$ cat src/rtl/display_page_scheduler.sv
// Snapshots the vending values, converts money to two BCD digits with a serial shift-add-3
// engine and assembles an 8-digit page; a timed alert page can pre-empt it. Macro: LEADING_BLANK_EN.
module display_page_scheduler #(
  parameter int unsigned ALERT_CYCLES   = 50_000_000,
  parameter int unsigned REFRESH_CYCLES = 1_000_000
) (
  input  logic        sys_clk,
  input  logic        sys_rst,
  input  logic [5:0]  state,
  input  logic [6:0]  need_money,
  input  logic [7:0]  input_money,
  input  logic [7:0]  change_money,
  input  logic [2:0]  in_goods_high,
  input  logic [2:0]  in_goods_low,
  input  logic [1:0]  in_goods_num,
  input  logic        alert_req,
  input  logic [3:0]  alert_code,
  output logic [39:0] digit_codes,
  output logic        frame_valid,
  output logic [1:0]  page_id,
  output logic        busy,
  output logic        overflow
);
  localparam int unsigned TW = $clog2(ALERT_CYCLES + 1);
  localparam int unsigned RW = (REFRESH_CYCLES > 1) ? $clog2(REFRESH_CYCLES) : 1;
  localparam logic [4:0]  BLANK = 5'd16;

  typedef enum logic [1:0] {S_IDLE, S_LATCH, S_CONV, S_COMMIT} fsm_e;

  typedef struct packed {
    logic [5:0] st;
    logic [7:0] need;
    logic [7:0] inm;
    logic [7:0] chg;
    logic [2:0] gh;
    logic [2:0] gl;
    logic [1:0] gn;
  } bundle_t;

  fsm_e            fsm_q, fsm_d;
  bundle_t         live, snap_q;
  logic            pending_q, pending_d;
  logic [RW-1:0]   rcnt_q;
  logic            rhit, trig, commit;
  logic [7:0]      sh_q;
  logic [11:0]     bcd_q, bcd_adj, bcd_nx;
  logic [2:0]      bit_q;
  logic [1:0]      idx_q;
  logic [2:0][7:0] res_q;
  logic [2:0]      ovfv_q;
  logic [7:0]      res_nx;
  logic            ovf_nx;
  logic [7:0][4:0] page_d, shadow_q, dc_q, alert_pg;
  logic [1:0]      psel, spage_q, pid_q;
  logic            fv_q, ovf_q;
  logic [TW-1:0]   timer_q;

  assign live = '{st: state, need: {1'b0, need_money}, inm: input_money, chg: change_money,
                  gh: in_goods_high, gl: in_goods_low, gn: in_goods_num};
  assign rhit = (rcnt_q == RW'(REFRESH_CYCLES - 1));
  assign trig = (live != snap_q) || rhit;

  always_ff @(posedge sys_clk) begin
    if (sys_rst)   rcnt_q <= '0;
    else if (rhit) rcnt_q <= '0;
    else           rcnt_q <= rcnt_q + RW'(1);
  end

  always_ff @(posedge sys_clk) begin
    if (sys_rst) begin
      fsm_q     <= S_IDLE;
      pending_q <= 1'b0;
    end else begin
      fsm_q     <= fsm_d;
      pending_q <= pending_d;
    end
  end

  // Conversion always runs 3x8 cycles, so the frame latency is fixed whatever the page.
  always_comb begin
    fsm_d     = fsm_q;
    pending_d = pending_q;
    commit    = 1'b0;
    unique case (fsm_q)
      S_IDLE:   if (trig) fsm_d = S_LATCH;
      S_LATCH: begin
        fsm_d     = S_CONV;
        pending_d = rhit;
      end
      S_CONV: begin
        pending_d = pending_q | trig;
        if (bit_q == 3'd7 && idx_q == 2'd2) fsm_d = S_COMMIT;
      end
      S_COMMIT: begin
        commit    = 1'b1;
        pending_d = 1'b0;
        fsm_d     = (pending_q || trig) ? S_LATCH : S_IDLE;
      end
      default:  fsm_d = S_IDLE;
    endcase
  end

  always_comb begin
    bcd_adj = bcd_q;
    for (int i = 0; i < 3; i++)
      if (bcd_q[4*i +: 4] >= 4'd5) bcd_adj[4*i +: 4] = bcd_q[4*i +: 4] + 4'd3;
    bcd_nx = {bcd_adj[10:0], sh_q[7]};
    ovf_nx = (bcd_nx[11:8] != 4'd0);
    res_nx = ovf_nx ? 8'h99 : bcd_nx[7:0];
  end

  always_ff @(posedge sys_clk) begin
    if (sys_rst) begin
      snap_q <= '0;
      sh_q   <= '0;
      bcd_q  <= '0;
      bit_q  <= '0;
      idx_q  <= '0;
      res_q  <= '0;
      ovfv_q <= '0;
    end else begin
      case (fsm_q)
        S_LATCH: begin
          snap_q <= live;
          sh_q   <= live.need;
          bcd_q  <= '0;
          bit_q  <= '0;
          idx_q  <= '0;
        end
        S_CONV: begin
          bcd_q <= bcd_nx;
          sh_q  <= {sh_q[6:0], 1'b0};
          bit_q <= bit_q + 3'd1;
          if (bit_q == 3'd7) begin
            case (idx_q)
              2'd0:    begin res_q[0] <= res_nx; ovfv_q[0] <= ovf_nx; end
              2'd1:    begin res_q[1] <= res_nx; ovfv_q[1] <= ovf_nx; end
              default: begin res_q[2] <= res_nx; ovfv_q[2] <= ovf_nx; end
            endcase
            bcd_q <= '0;
            idx_q <= idx_q + 2'd1;
            sh_q  <= (idx_q == 2'd0) ? snap_q.inm : snap_q.chg;
          end
        end
        default: ;
      endcase
    end
  end

  function automatic logic [4:0] tens_glyph(input logic [3:0] t);
`ifdef LEADING_BLANK_EN
    return (t == 4'd0) ? BLANK : {1'b0, t};
`else
    return {1'b0, t};
`endif
  endfunction

  always_comb begin
    page_d = {8{BLANK}};
    psel   = 2'd0;
    case (snap_q.st)
      6'b000001, 6'b001000, 6'b010000, 6'b100000: begin
        psel      = 2'd1;
        page_d[0] = {1'b0, res_q[0][3:0]};
        page_d[1] = tens_glyph(res_q[0][7:4]);
        page_d[3] = {1'b0, res_q[1][3:0]};
        page_d[4] = tens_glyph(res_q[1][7:4]);
        page_d[6] = {1'b0, res_q[2][3:0]};
        page_d[7] = tens_glyph(res_q[2][7:4]);
      end
      6'b000010, 6'b000100: begin
        psel      = 2'd2;
        page_d[0] = {3'b0, snap_q.gn};
        page_d[5] = {2'b0, snap_q.gl};
        page_d[6] = {2'b0, snap_q.gh};
        page_d[7] = 5'd10;
      end
      default: ;
    endcase
  end

  always_comb begin
    alert_pg    = {8{BLANK}};
    alert_pg[7] = 5'd14;
    alert_pg[0] = {1'b0, alert_code};
  end

  // Priority: new alert, then expiry (shows the freshest shadow), then hold, then normal commit.
  always_ff @(posedge sys_clk) begin
    if (sys_rst) begin
      shadow_q <= {8{BLANK}};
      spage_q  <= 2'd0;
      dc_q     <= {8{BLANK}};
      pid_q    <= 2'd0;
      fv_q     <= 1'b0;
      ovf_q    <= 1'b0;
      timer_q  <= '0;
    end else begin
      fv_q <= 1'b0;
      if (commit) begin
        shadow_q <= page_d;
        spage_q  <= psel;
        ovf_q    <= |ovfv_q;
      end
      if (alert_req) begin
        timer_q <= TW'(ALERT_CYCLES);
        dc_q    <= alert_pg;
        pid_q   <= 2'd3;
        fv_q    <= 1'b1;
      end else if (timer_q == TW'(1)) begin
        timer_q <= '0;
        dc_q    <= commit ? page_d : shadow_q;
        pid_q   <= commit ? psel : spage_q;
        fv_q    <= 1'b1;
      end else if (timer_q != '0) begin
        timer_q <= timer_q - TW'(1);
      end else if (commit) begin
        dc_q  <= page_d;
        pid_q <= psel;
        fv_q  <= 1'b1;
      end
    end
  end

  assign digit_codes = dc_q;
  assign frame_valid = fv_q;
  assign page_id     = pid_q;
  assign busy        = (fsm_q != S_IDLE);
  assign overflow    = ovf_q;
endmodule

$ cat config.mk
export PLATFORM = sky130hd
export DESIGN_NAME = display_page_scheduler
export DESIGN_NICKNAME = d
export VERILOG_FILES = /design/src/rtl/display_page_scheduler.sv
export SDC_FILE = /design/constraint.sdc
export NUM_CORES = 1
export LEC_CHECK = 0
export ABC_AREA = 1
export CORE_UTILIZATION = 35
export DETAILED_ROUTE_END_ITERATION = 12
export GPL_TIMING_DRIVEN = 1
export HOLD_SLACK_MARGIN = 0.1
export SETUP_SLACK_MARGIN = 0.02
export SKIP_LAST_GASP = 1
export SYNTH_ARGS = -nofsm -noshare
export SYNTH_HDL_FRONTEND = slang
export SYNTH_SLANG_ARGS = --single-unit
$ cat constraint.sdc
create_clock -name sys_clk -period 2.3 [get_ports sys_clk]
set_input_delay 0.46 -clock sys_clk [delete_from_list [all_inputs] [get_ports sys_clk]]
set_output_delay 0.46 -clock sys_clk [all_outputs]
set_load 0.01 [all_outputs]
After elaboration in Yosys (flattened, before gate mapping)
Cells that the tools add are included.
{"block": "op_classes", "reduce_logical": 27, "order_cmp": 3, "n_bitwise": 2, "n_eq_ne": 20, "add_sub_neg": 7, "n_mux": 41}
{"op": "$mux W40", "n": 5}
{"op": "$mux W26", "n": 3}
{"op": "$ne A37 B37 Y1", "n": 1}
{"op": "$eq A26 B1 Y1 const B", "n": 1}
{"op": "$reduce_bool A26 Y1", "n": 1}
{"op": "$sub A26 B1 Y26 const B", "n": 1}
{"op": "$mux W8", "n": 3}
{"op": "$pmux W12 S2", "n": 1}
{"op": "$add A20 B1 Y20 const B", "n": 1}
{"op": "$eq A20 B20 Y1 const B", "n": 1}
{"op": "$pmux W10 S2", "n": 1}
{"op": "$mux W2", "n": 8}
{"op": "$pmux W8 S2", "n": 1}
{"op": "$ge A4 B3 Y1 const B", "n": 3}
{"op": "$mux W12", "n": 1}
{"op": "$mux W10", "n": 1}
{"op": "$mux W5", "n": 2}
{"op": "$pmux W5 S2", "n": 1}
{"op": "$reduce_and A3 Y1", "n": 3}
{"op": "$reduce_bool A3 Y1", "n": 3}
{"op": "$add A4 B2 Y4 const B", "n": 2}
{"op": "$mux W4", "n": 2}
{"op": "$ne A2 B2 Y1 const B", "n": 4}
{"op": "$pmux W2 S2", "n": 2}
{"op": "29 further kinds", "n": 48}
{"block": "totals", "register_bits": 224, "elab_cells": 143, "output_inout_bits": 45, "inputBits": 44}

Logic depth before layout (Yosys ltp)
{"block": "logic_depth", "word_depth": 7, "mapped_depth": 14, "mapped_depth_nobuf": 14}

Worst setup path before layout
No wires, ideal clock.
{"block": "synth_timing", "kind": "register -> register", "startpoint": "reg bit_q[0]", "endpoint": "reg res_q[19] (netlist name)", "period_less_slack_ns": 1.780, "setup_slack_ns": 0.520, "path_buffers": 2, "setup_time_ns": 0.056, "path_stages_with_launch": 10, "t_arrival_ns": 1.723, "required_time_ns": 2.244, "cell_sequence": "dfxtp_1 > ha_1 > ha_1 > clkbuf_1 > nand2_1 > nor3_1 > clkbuf_1 > o21ai_0 > o21bai_1 > inv_1"}
{"block": "synth_via", "elab_chain_len": 2}
{"element": "start: declaration", "line": "47", "text": "logic [2:0] bit_q;"}
{"element": "start signal: assignment", "line": "133", "text": "bit_q <= bit_q + 3'd1;"}
{"element": "$eq A3 B3 Y1", "line": "134", "text": "if (bit_q == 3'd7) begin"}
{"element": "$reduce_and A3 Y1 (no line)"}
{"element": "end: declaration", "line": "49", "text": "logic [2:0][7:0] res_q;"}
No other way between the ends.
A chain may end at the register's enable or synchronous reset.

Final worst setup path
{"block": "layout_timing", "startpoint": "reg fsm_q[0]", "endpoint": "out busy"}
{"block": "layout_via", "elab_chain_len": 1}
{"element": "start: declaration", "line": "40", "text": "fsm_e fsm_q, fsm_d;"}
{"element": "start signal: assignment", "line": "74", "text": "fsm_q <= fsm_d;"}
{"element": "$reduce_bool A2 Y1", "line": "228", "text": "assign busy = (fsm_q != S_IDLE);"}
{"element": "end: declaration", "line": "21", "text": "output logic busy,"}
No other way between the ends.

==> results.toml <==
[floorplanning]
coreArea_sq_um = 29600
ios = 89
initial_utilization = 0.355
die_w_um = 175
dieArea_sq_um = 30800
fp.dieH_um = 175
rows = 63

[timing]
setup_ws_ps = 156
finalCritPeriodShare = 0.932
slew_headroom = 0.616
fin_crit_ps = 2140
fin_setup_tns_ps = 0
clock.fmax_mhz = 466
tightest_slew_ps = 573
setup_viol = 0
hold_viol_final = 0
fin_worst_skew_ps = 9.18
slew_viol_final = 0
hold_slack_ps = 429
rsz0062_at_grt = "yes"

[place]
place_ws_ps = 87.8
portBuffers = 88
post-place-cells = 1935
gp_congestion = 0.840
dp_hpwl_mm = 20.0

[synth]
netlist.area_leader.share = 0.426
syn_nets = 1549
yosys.area_share.adder = 0.0238
syn_inst = 1485
synth_compound_area_frac = 0.186
synth_top_family_by_area = "simple AND/OR/NAND/NOR gates"
synth-seq-cells = 224
netlist_top_cells_area = "dfxtp_1 (43%), nand2_1 (10%), nor2_1 (7.0%), o21ai_0 (7.0%), a21oi_1 (6.7%)"
yosysWarnings = 0
synth_mux_area_frac = 0.00190
synthSimpleGateAreaFrac = 0.249
syn-cell-area_sq_um = 10500
async_reset_ff_frac = 0
synth_cell_types = 51
synthXorXnorAreaFrac = 0.0258
seq_area_frac_synth = 0.426
synth_area_leader_cell = "dfxtp_1"
synth_flop_cell = "dfxtp_1"
synth_edf_count = 0
avgSynthCellArea_sq_um = 7.09

[layout]
layout-drive-gt1-share = 0.0810
nets = 1638
fillers = 3027
area_growth_syn_to_layout_pct = 21.7
layout_commonest_cell = "nand2_1"
final_cell_mix = "nand2_1 (292), dfxtp_1 (224), nor2_1 (195)"
layoutNonFillerInstCount = 1983

[drt]
first_pass_iters = 4
drc = 0
postRouteAntennaNets = 0
initialDrtViolationCount = 582
routedWlPerCell_um = 14.1
drt_wl_total_mm = 27.9
vias = 9626
routed_via_density = 4.85

[status]
outcome = "finished, final reports clean"

[worst_setup_path]
crit_arrival_ps = 1680
cp_max_fo = 5
crit_type = "reg2out"
start_kind = "register"
endpoint_kind = "output pin"
worstPathRequired_ps = 1840

[clock_network]
numCtsBuffers = 26
clk_path_buf_depth = 3
postCtsHoldBufs = 0
cts_tree = "done"
clkTransAtPathRegs_ps = 60
clock-sinks = 224
insertion_delay_ps = 520
cts.htree.levels = 1
clock-root-buffer = "clkbuf_16"

[grt]
use_met3 = 0.0251
grt_pass1_vias = 9027
grtUsageMet1 = 0.238
grt_antenna_before_repair = 1
grt_usage = 0.182
grt_util_met2 = 0.313
grt_pass1_wl_mm = 46.0
grt_max_degree = 54
overflow = 0
busiest_layer = "met2"

[run]
maxCapViolations = 0

[power_and_ir_drop]
leakage_nw = 5.24
power_density_nw_per_um2 = 905
ir_drop_uv = 465

[min_path]
hold_path.class = "in2reg"
==> registers in the layout, indices dropped and copies added, names as in the netlist, 2 cells and up <==
register	count
sh_q	8
shadow_q	40
res_q	24
snap_q	37
page_id	2
bit_q	3
digit_codes	40
spage_q	2
bcd_q	12
rcnt_q	20
fsm_q	2
idx_q	2
timer_q	26
ovfv_q	3
==> synth_stat cells, types with 2 or more instances <==
| cell | n |
|---|---|
| a211oi_1 | 3 |
| a21boi_0 | 6 |
| a21oi_1 | 141 |
| a31oi_1 | 11 |
| buf_1 | 3 |
| buf_2 | 10 |
| buf_4 | 3 |
| buf_6 | 3 |
| clkbuf_1 | 43 |
| clkinv_1 | 3 |
| dfxtp_1 | 224 |
| ha_1 | 20 |
| inv_1 | 159 |
| inv_2 | 8 |
| mux2i_1 | 2 |
| nand2_1 | 293 |
| nand2_2 | 4 |
| nand3_1 | 45 |
| nand3_2 | 2 |
| nand3b_1 | 6 |
| nand4_1 | 10 |
| nor2_1 | 196 |
| nor2_2 | 5 |
| nor2_4 | 4 |
| nor3_1 | 20 |
| nor3b_1 | 3 |
| nor4_1 | 6 |
| o211ai_1 | 17 |
| o21a_1 | 2 |
| o21ai_0 | 147 |
| o21ai_1 | 7 |
| o21bai_1 | 13 |
| o22ai_1 | 6 |
| or2_2 | 14 |
| xnor2_1 | 18 |
| xor2_1 | 13 |
==> routing by layer <==
layer | routed length, um | part of all wire | vias to the layer above
met5 | 0 | 0 | -
met4 | 647 | 0.023 | 0
met3 | 998 | 0.036 | 36
met2 | 13100 | 0.47 | 146
met1 | 13200 | 0.47 | 4455
li1 | - | - | 4989
==> repair_timing <==
| item | CTS | global route |
|---|---|---|
| resized for setup | 1 | 4 |
| pin swaps | 0 | 1 |
| buffers inserted | 0 | 1 |
| setup endpoints to repair | 1 | 10 |
==> worst max-delay path, stage by stage (launching register included) <==
cell	delay [ps]
dfxtp_1	410
inv_1	110
ha_1	220
inv_1	110
dlygate4sd2_1	310
==> layout make-up <==
type	count	area, sq um	share of cell area
diodes	1	2.50	0.000195
clock buffers	40	805	0.0627
clock inverters	6	80.1	0.00625
inverters	172	653	0.0509
multi-input cells	1027	5130	0.400
flip-flops and latches	224	4480	0.350
well taps	390	488	0.0381
repair buffers	123	1170	0.0916
==> where the power goes <==
| part | switching [mW] | total [mW] | internal [mW] |
|---|---|---|---|
| sequential | 0.328 | 4.67 | 4.35 |
| clock | 1.59 | 4.20 | 2.61 |
| combinational | 1.76 | 2.73 | 0.970 |
| total | 3.68 | 11.6 | 7.92 |
==> stage by stage <==
stage	cell area [sq um]	total power, mW	util
after detailed placement	11900	7.46	0.402
final	12800	11.6	0.433
after global placement	11900	7.41	0.402
after CTS	12800	11.7	0.432
after global routing	12800	12.3	0.433
after floorplan	10500	6.56	-
==> kinds of logic after synthesis <==
kind of cell	after synthesis
mux	2
buf+inv	234
compound gates	360
xor+xnor	31
simple gates	614
fa+ha+maj	20
flops	224
==> worst paths after layout <==
check | startpoint | endpoint | slack [ps] | depth (start not counted)
max | fsm_q[0]$_SDFFE_PP0P_ | busy | 160 | 4
min | sys_rst | timer_q[20]$_SDFFE_PP0P_ | 430 | 3
min reg2reg | shadow_q[14]$_SDFF_PP1_ | shadow_q[14]$_SDFF_PP1_ | 440 | 2
max reg2reg | bcd_q[8]$_SDFFE_PP0P_ | res_q[19]$_SDFFE_PP0P_ | 230 | 10
Note: power is estimated with default switching activity, not from simulation.
